**config.mk**
```make
export PLATFORM = sky130hd
export DESIGN_NAME = icache_bk_control
export DESIGN_NICKNAME = d
export VERILOG_FILES = /design/src/rtl/icache_bk_control.sv
export SDC_FILE = /design/constraint.sdc
export NUM_CORES = 1
export LEC_CHECK = 0
export BUFFER_PORTS_ARGS = -buffer_cell sky130_fd_sc_hd__buf_2
export CORE_MARGIN = 5
export CORE_UTILIZATION = 40
export CTS_CLUSTER_DIAMETER = 60
export DETAILED_ROUTE_END_ITERATION = 6
export GPL_ROUTABILITY_DRIVEN = 0
export SKIP_CTS_REPAIR_TIMING = 1
export SLEW_MARGIN = 20
export SYNTH_ARGS = -nofsm -noshare
export SYNTH_HDL_FRONTEND = slang
export SYNTH_SLANG_ARGS = --single-unit
```
**constraint.sdc**
```tcl
create_clock -name clk -period 2.5 [get_ports clk]
set_clock_uncertainty 0.05 [all_clocks]
set_input_delay 0.25 -clock clk [delete_from_list [all_inputs] [get_ports clk]]
set_output_delay 0.25 -clock clk [all_outputs]
set_load 0.02 [all_outputs]
```
**src/rtl/icache_bk_control.sv**
```systemverilog
// Instruction-cache control FSM: hit/miss sequencing, line fill, full-set invalidation sweep
// and a saturating miss counter. Array enables are decoded straight from the state.
module icache_bk_control #(
  parameter int s_index = 3,
  parameter int s_cnt   = 16
) (
  input  logic               clk,
  input  logic               rst,
  input  logic               mem_read,
  output logic               mem_resp,
  input  logic               flush,
  output logic               flush_busy,
  output logic [s_index-1:0] flush_idx,
  input  logic               is_hit,
  output logic               load_data,
  output logic               load_tag,
  output logic               load_valid,
  output logic               valid_in,
  output logic               pmem_read,
  input  logic               pmem_resp,
  output logic [s_cnt-1:0]   miss_count
);

  typedef enum logic [2:0] {IDLE, COMPARE, FETCH, WRITE, FLUSH} state_t;

  localparam logic [s_index-1:0] last_idx = '1;
  localparam logic [s_cnt-1:0]   cnt_max  = '1;

  state_t             state_reg;
  logic [s_index-1:0] flush_idx_reg;
  logic [s_cnt-1:0]   miss_count_reg;

  always_ff @(posedge clk or posedge rst) begin
    if (rst) begin
      state_reg      <= IDLE;
      flush_idx_reg  <= '0;
      miss_count_reg <= '0;
    end else begin
      case (state_reg)
        IDLE: begin
          // flush outranks a simultaneous fetch; the fetch is served after the sweep
          if (flush) begin
            state_reg     <= FLUSH;
            flush_idx_reg <= '0;
          end else if (mem_read) begin
            state_reg <= COMPARE;
          end
        end
        COMPARE: begin
          if (!mem_read || is_hit) begin
            state_reg <= IDLE;
          end else begin
            state_reg <= FETCH;
            if (miss_count_reg != cnt_max)
              miss_count_reg <= miss_count_reg + 1'b1;
          end
        end
        FETCH: begin
          // a dropped mem_read does not abort the fill; the line is still written
          if (pmem_resp)
            state_reg <= WRITE;
        end
        WRITE: begin
          state_reg <= mem_read ? COMPARE : IDLE;
        end
        FLUSH: begin
          if (flush_idx_reg == last_idx) begin
            state_reg     <= IDLE;
            flush_idx_reg <= '0;
          end else begin
            flush_idx_reg <= flush_idx_reg + 1'b1;
          end
        end
        default: begin
          state_reg     <= IDLE;
          flush_idx_reg <= '0;
        end
      endcase
    end
  end

  // mem_resp and the fill enables depend on same-cycle inputs so hit latency stays at two cycles
  always_comb begin
    mem_resp   = 1'b0;
    pmem_read  = 1'b0;
    load_data  = 1'b0;
    load_tag   = 1'b0;
    load_valid = 1'b0;
    valid_in   = 1'b0;
    case (state_reg)
      COMPARE: mem_resp = mem_read && is_hit;
      FETCH: begin
        pmem_read  = 1'b1;
        load_data  = pmem_resp;
        load_tag   = pmem_resp;
        load_valid = pmem_resp;
        valid_in   = pmem_resp;
      end
      FLUSH: load_valid = 1'b1;
      default: ;
    endcase
  end

  assign flush_busy = (state_reg == FLUSH);
  assign flush_idx  = flush_idx_reg;
  assign miss_count = miss_count_reg;

endmodule

```
==> key figures, run 1 <==
Worst setup path
  • CP bufs+invs: 1
  • Crit-path cells: nor3b_1 -> and2_1 -> or2_2 -> buf_2
  • Delay-heaviest family, CP: simple AND/OR/NAND/NOR gates
  • Stages on worst setup path: 4
  • FF-to-FF path depth: 4
  • Crit-path max FO: 5
  • CP max stage delay: 460 ps
  • CP max stage cell: dfrtp_1
  • Worst Setup SP: state_reg[0]$_DFFE_PP0P_
  • Reg-to-reg endpoint: miss_count[13]$_DFFE_PP0P_
  • CP required: 2200 ps
  • R2r startpoint: state_reg[2]$_DFFE_PP0P_
  • Crit Path Class: flop to primary output
  • Crit end category: primary output
  • Crit start category: flop
  • Flop2flop setup slack: 650 ps
  • CP endpoint: load_valid
  • CP Data Arrival Time: 1610 ps

STA
  • Final setup vio count: 0
  • Minimum clock period: 1910 ps
  • Total negative slack: 0 ps
  • RSZ-0062 raised after global routing: false
  • Final Hold Viols: 0
  • Tcrit/Tclk final: 0.764
  • Slew headroom: 0.444
  • Max Freq: 0.523 GHz
  • Worst slew pin tran: 832 ps
  • Fin. max-slew vios: 0

Layout
  • Max reg flops: 16
  • Antenna cells: 0
  • Fin cells: 165
  • Share of layout cells above drive strength 1: 0.366
  • Post-layout nets: 144
  • Area grow syn2layout: 18.7%
  • Layout filler cell count: 286

Clock network
  • Clock Tree Buf Depth: 2
  • Clock tree root driver cell: clkbuf_4
  • Total CTS buffers: 3
  • CTS tree: yes
  • Clock transition at the registers of the reported paths: 120 ps
  • Clock Latency Late Sink: 310 ps
  • TritonCTS Sinks: 22
  • Htree depth: 1

Logic synthesis
  • Top cells by area, synth: dfrtp_1 48%, xor2_1 8.4%, mux2_2 3.9%
  • Synth warn: 0
  • Prevailing post-synth register cell: dfrtp_1
  • Synth area leader: dfrtp_1
  • Post-Syn Area: 1150 um2
  • Mapped Avg Cell Area: 11.4 um2
  • Net count after synthesis: 110
  • #FFs+latches synth: 22
  • Gate Count Post-Synth: 101
  • Synth cell types: 29
  • Post-synth top area share: 0.478
  • Most frequent cell after synthesis: dfrtp_1
  • EDFF count, synth: 0
  • Sequential-to-total area share from yosys stat: 0.478
  • Async SR Flop Fraction: 1.00
  • Most frequent cells after synthesis: 22 x dfrtp_1, 11 x xor2_1, 6 x nand2_1, 6 x nor2_1

GRT
  • Initial antenna violation count: 0
  • Pin count of the biggest net entering global routing: 23
  • Vias in the first global route: 921
  • First-pass GRT wire length: 4.05 mm
  • GRT Total Usage: 0.123
  • Grt ovf: 0

Routing
  • Vias: 877
  • Avg Vias per Cell: 5.32
  • DRC viols: 0
  • Final wirelength: 2.26 mm
  • ANT nets after route: 0
  • Pre-antenna DRT Iters: 4
  • Drt wl/cell: 13.7 um
  • DR iter-0 viols: 29

Run status
  • Status: complete, no violations

Placed design
  • IO Port Bufs: 31
  • Hpwl dp: 1.80 mm
  • DP Cell Count: 161

Power and ir drop
  • Pleak: 0.734 nW
  • PwrDens: 665 nW/um2
  • Design Power: 0.000910 W
  • Maximum vdd drop: 481 uV

Floorplan
  • Die X-Extent: 63.7 um
  • Die area: 4050 um2
  • Starting Density: 0.418
  • Core area: 2760 um2
  • Row Count: 19
  • Die Y: 63.7 um
  • Ports: 32

Hold path
  • Hold Path Class: input pin to asynchronous set/reset pin

Job
  • Max cap viols: 0
==> worst min-delay path by stage <==
stage,end,slack (ps)
after floorplan,flush_idx[0]$_DFFE_PP0P_,190
after global placement,flush_idx[2]$_DFFE_PP0P_,410
after detailed placement,flush_idx[1]$_DFFE_PP0P_,410
after CTS,flush_idx[1]$_DFFE_PP0P_,60
after global routing,flush_idx[0]$_DFFE_PP0P_,100
final,miss_count[12]$_DFFE_PP0P_,30
==> cell families (layout without fill, tap and decap cells) <==
logic type	count (synthesis)	in the layout	share of synthesized area
xor gates and xnor gates	14	14	0.106
AOI/OAI and AO/OA	6	6	0.0369
adders and majority gates	3	3	0.0326
muxes	4	4	0.0391
buffers and inverters	6	39	0.0261
DFF	22	22	0.478
and+or+nand+nor	46	46	0.281
==> placed cells by master, fill, tap and decap left out, drive strengths merged, types with 3 or more instances in the layout <==
master / count
nor3: 4
xnor2: 3
nand3: 5
dfrtp: 22
nand2: 6
ha: 3
nor4: 7
nor4b: 3
inv: 4
mux2: 4
nand4: 5
buf: 31
clkbuf: 4
xor2: 11
nor2: 6
or2: 3
==> metal layers <==
layer	vias to the layer above	share of wire	track usage
li1	430	-	-
met1	419	0.43	0.146
met2	23	0.49	0.207
met3	5	0.058	0.0302
met4	0	0.021	0.0545
met5	-	0	0
==> metrics by stage <==
step	cell area [um2]	hold WS, ps	util	setup slack (ps)
final	1370	29.2	0.496	589
after global routing	1370	101	0.496	420
after CTS	1370	64.6	0.496	578
after detailed placement	1330	411	0.483	663
after global placement	1330	411	0.483	698
after floorplan	1150	189	-	548
==> power by group <==
group / leakage [nW] / switching (W) / total (W) / internal (W)
registers: 0.298 / 0.0000423 / 0.000442 / 0.000399
logic: 0.416 / 0.000149 / 0.000271 / 0.000122
clock network: 0.0210 / 0.000109 / 0.000198 / 0.0000890
total: 0.734 / 0.000300 / 0.000910 / 0.000610
==> cell type report <==
cell class,instances,area [um2],area share
clock buffers,4,36.3,0.0265
inverters,4,15.0,0.0110
multi-input cells,73,572,0.418
flip-flops and latches,22,551,0.403
well taps,31,38.8,0.0284
repair buffers,31,155,0.113
Power figures use the tool's default switching activity.
==> run 2, diff against run 1 <==
==> constraint.sdc (replaced) <==
create_clock -name clk -period 2 [get_ports clk]
set_clock_uncertainty 0.05 [all_clocks]
set_input_delay 0.2 -clock clk [delete_from_list [all_inputs] [get_ports clk]]
set_output_delay 0.2 -clock clk [all_outputs]
set_load 0.02 [all_outputs]
==> run 2 against run 1 <==
- sequential share of layout area shrank 1.7 points
- total power grew 37%
- routed wire length grew 6.5%
- via count grew 3.4%
- clock power grew 75%
- non-clock buffer count grew 5
- register-to-register slack lost 530 ps
- largest power group unchanged
- highest routed layer unchanged
==> key figures, run 2 (synthesis results as in run 1) <==
Run status
  • Status: complete, no violations

Routing
  • DR iter-0 viols: 53
  • ANT nets after route: 0
  • Avg Vias per Cell: 5.34
  • DRC viols: 0
  • Final wirelength: 2.41 mm
  • Vias: 907
  • Drt wl/cell: 14.1 um
  • Pre-antenna DRT Iters: 4

Layout
  • Most common cell after layout, fill and taps aside: buf_2
  • Antenna cells: 0
  • Layout filler cell count: 266
  • Post-route cell area: 1430 um2
  • Most frequent cells in the layout: 31 x buf_2, 22 x dfrtp_1, 11 x xor2_1
  • Max reg flops: 16
  • Area grow syn2layout: 24.0%
  • Share of layout cells above drive strength 1: 0.388
  • Post-layout nets: 149

GRT
  • GRT Total Usage: 0.124
  • Vias in the first global route: 909
  • Grt ovf: 0
  • Initial antenna violation count: 0
  • Pin count of the biggest net entering global routing: 23
  • First-pass GRT wire length: 4.06 mm

STA
  • Worst slew pin tran: 571 ps
  • Final setup vio count: 0
  • Slew headroom: 0.616
  • Total negative slack: 0 ps
  • Fin. max-slew vios: 0
  • Minimum clock period: 1880 ps
  • RSZ-0062 raised after global routing: false
  • Max Freq: 0.532 GHz
  • Final Hold Viols: 0
  • Tcrit/Tclk final: 0.939

Floorplan
  • Die Y: 63.7 um
  • Core area: 2760 um2
  • Row Count: 19
  • Die area: 4050 um2
  • Die X-Extent: 63.7 um
  • Ports: 32
  • Starting Density: 0.418

Worst setup path
  • Worst Setup SP: state_reg[2]$_DFFE_PP0P_
  • CP required: 2210 ps
  • R2r startpoint: state_reg[2]$_DFFE_PP0P_
  • Flop2flop setup slack: 120 ps
  • FF-to-FF path depth: 4
  • Crit end category: flop
  • CP endpoint: miss_count[15]$_DFFE_PP0P_
  • Crit-path max FO: 6
  • Crit Path Class: flop to flop
  • CP Data Arrival Time: 2090 ps
  • Crit start category: flop
  • Reg-to-reg endpoint: miss_count[15]$_DFFE_PP0P_

Clock network
  • Clock Latency Late Sink: 320 ps
  • TritonCTS Sinks: 22
  • CTS tree: yes
  • Clock tree root driver cell: clkbuf_4
  • Clock transition at the registers of the reported paths: 130 ps
  • Clock Tree Buf Depth: 2
  • Htree depth: 1
  • Total CTS buffers: 3

Placed design
  • Hpwl dp: 1.87 mm
  • IO Port Bufs: 31
  • Area post-placement: 1360 um2

Job
  • Max cap viols: 0

Power and ir drop
  • Maximum vdd drop: 622 uV
  • Pleak: 0.768 nW
  • PwrDens: 871 nW/um2

Hold path
  • Hold Path Class: input pin to flop
## run 2: routing by layer
layer	GRT usage	share of wire
met1	0.140	0.41
met2	0.217	0.51
met3	0.0284	0.061
met4	0.0545	0.016
met5	0	0
## run 2: critical path: stages (launching register included)
cell and delay, ps:
dfrtp_1 470, nand4bb_4 280, or4_4 550, nor4_2 300
xor2_1 170
## run 2: worst min-delay path by stage
stage              from                        to  slack [ps]  depth (start not counted)
6_report       mem_read  state_reg[0]$_DFFE_PP0P_         170                          3
5_1_grt        mem_read  state_reg[0]$_DFFE_PP0P_         210                          3
4_1_cts             rst  flush_idx[2]$_DFFE_PP0P_        -160                          3
3_5_place_dp        rst  state_reg[0]$_DFFE_PP0P_         200                          3
3_3_place_gp        rst  flush_idx[1]$_DFFE_PP0P_         200                          3
2_1_floorplan       rst  flush_idx[0]$_DFFE_PP0P_         140                          1
## run 2: final cells by class
type | instances | area (um2) | share of cell area
Sequential cell | 22 | 551 | 0.385
Clock buffer | 3 | 22.5 | 0.0158
Timing Repair Buffer | 36 | 195 | 0.137
Inverter | 4 | 15.0 | 0.0105
Multi-Input combinational cell | 73 | 577 | 0.404
Clock inverter | 1 | 30.0 | 0.0210
Tap cell | 31 | 38.8 | 0.0271
## run 2: per-stage QoR
step / total power (W) / worst slack [ps] / hold slack [ps] / instances / utilization
floorplan: 0.000800 / 98.4 / 139 / 101 / -
global placement: 0.000898 / 191 / 200 / 165 / 0.494
detailed placement: 0.000913 / 153 / 198 / 165 / 0.494
CTS: 0.00126 / 81.1 / -157 / 169 / 0.513
global route: 0.00133 / 11.9 / 206 / 170 / 0.518
finish: 0.00125 / 121 / 168 / 170 / 0.518
## run 2: where the power goes
| group | total, W | switching (W) | internal (W) |
|---|---|---|---|
| combinational | 0.000340 | 0.000186 | 0.000154 |
| clock | 0.000346 | 0.000143 | 0.000203 |
| sequential | 0.000560 | 0.0000606 | 0.000499 |
| total | 0.00125 | 0.000389 | 0.000856 |
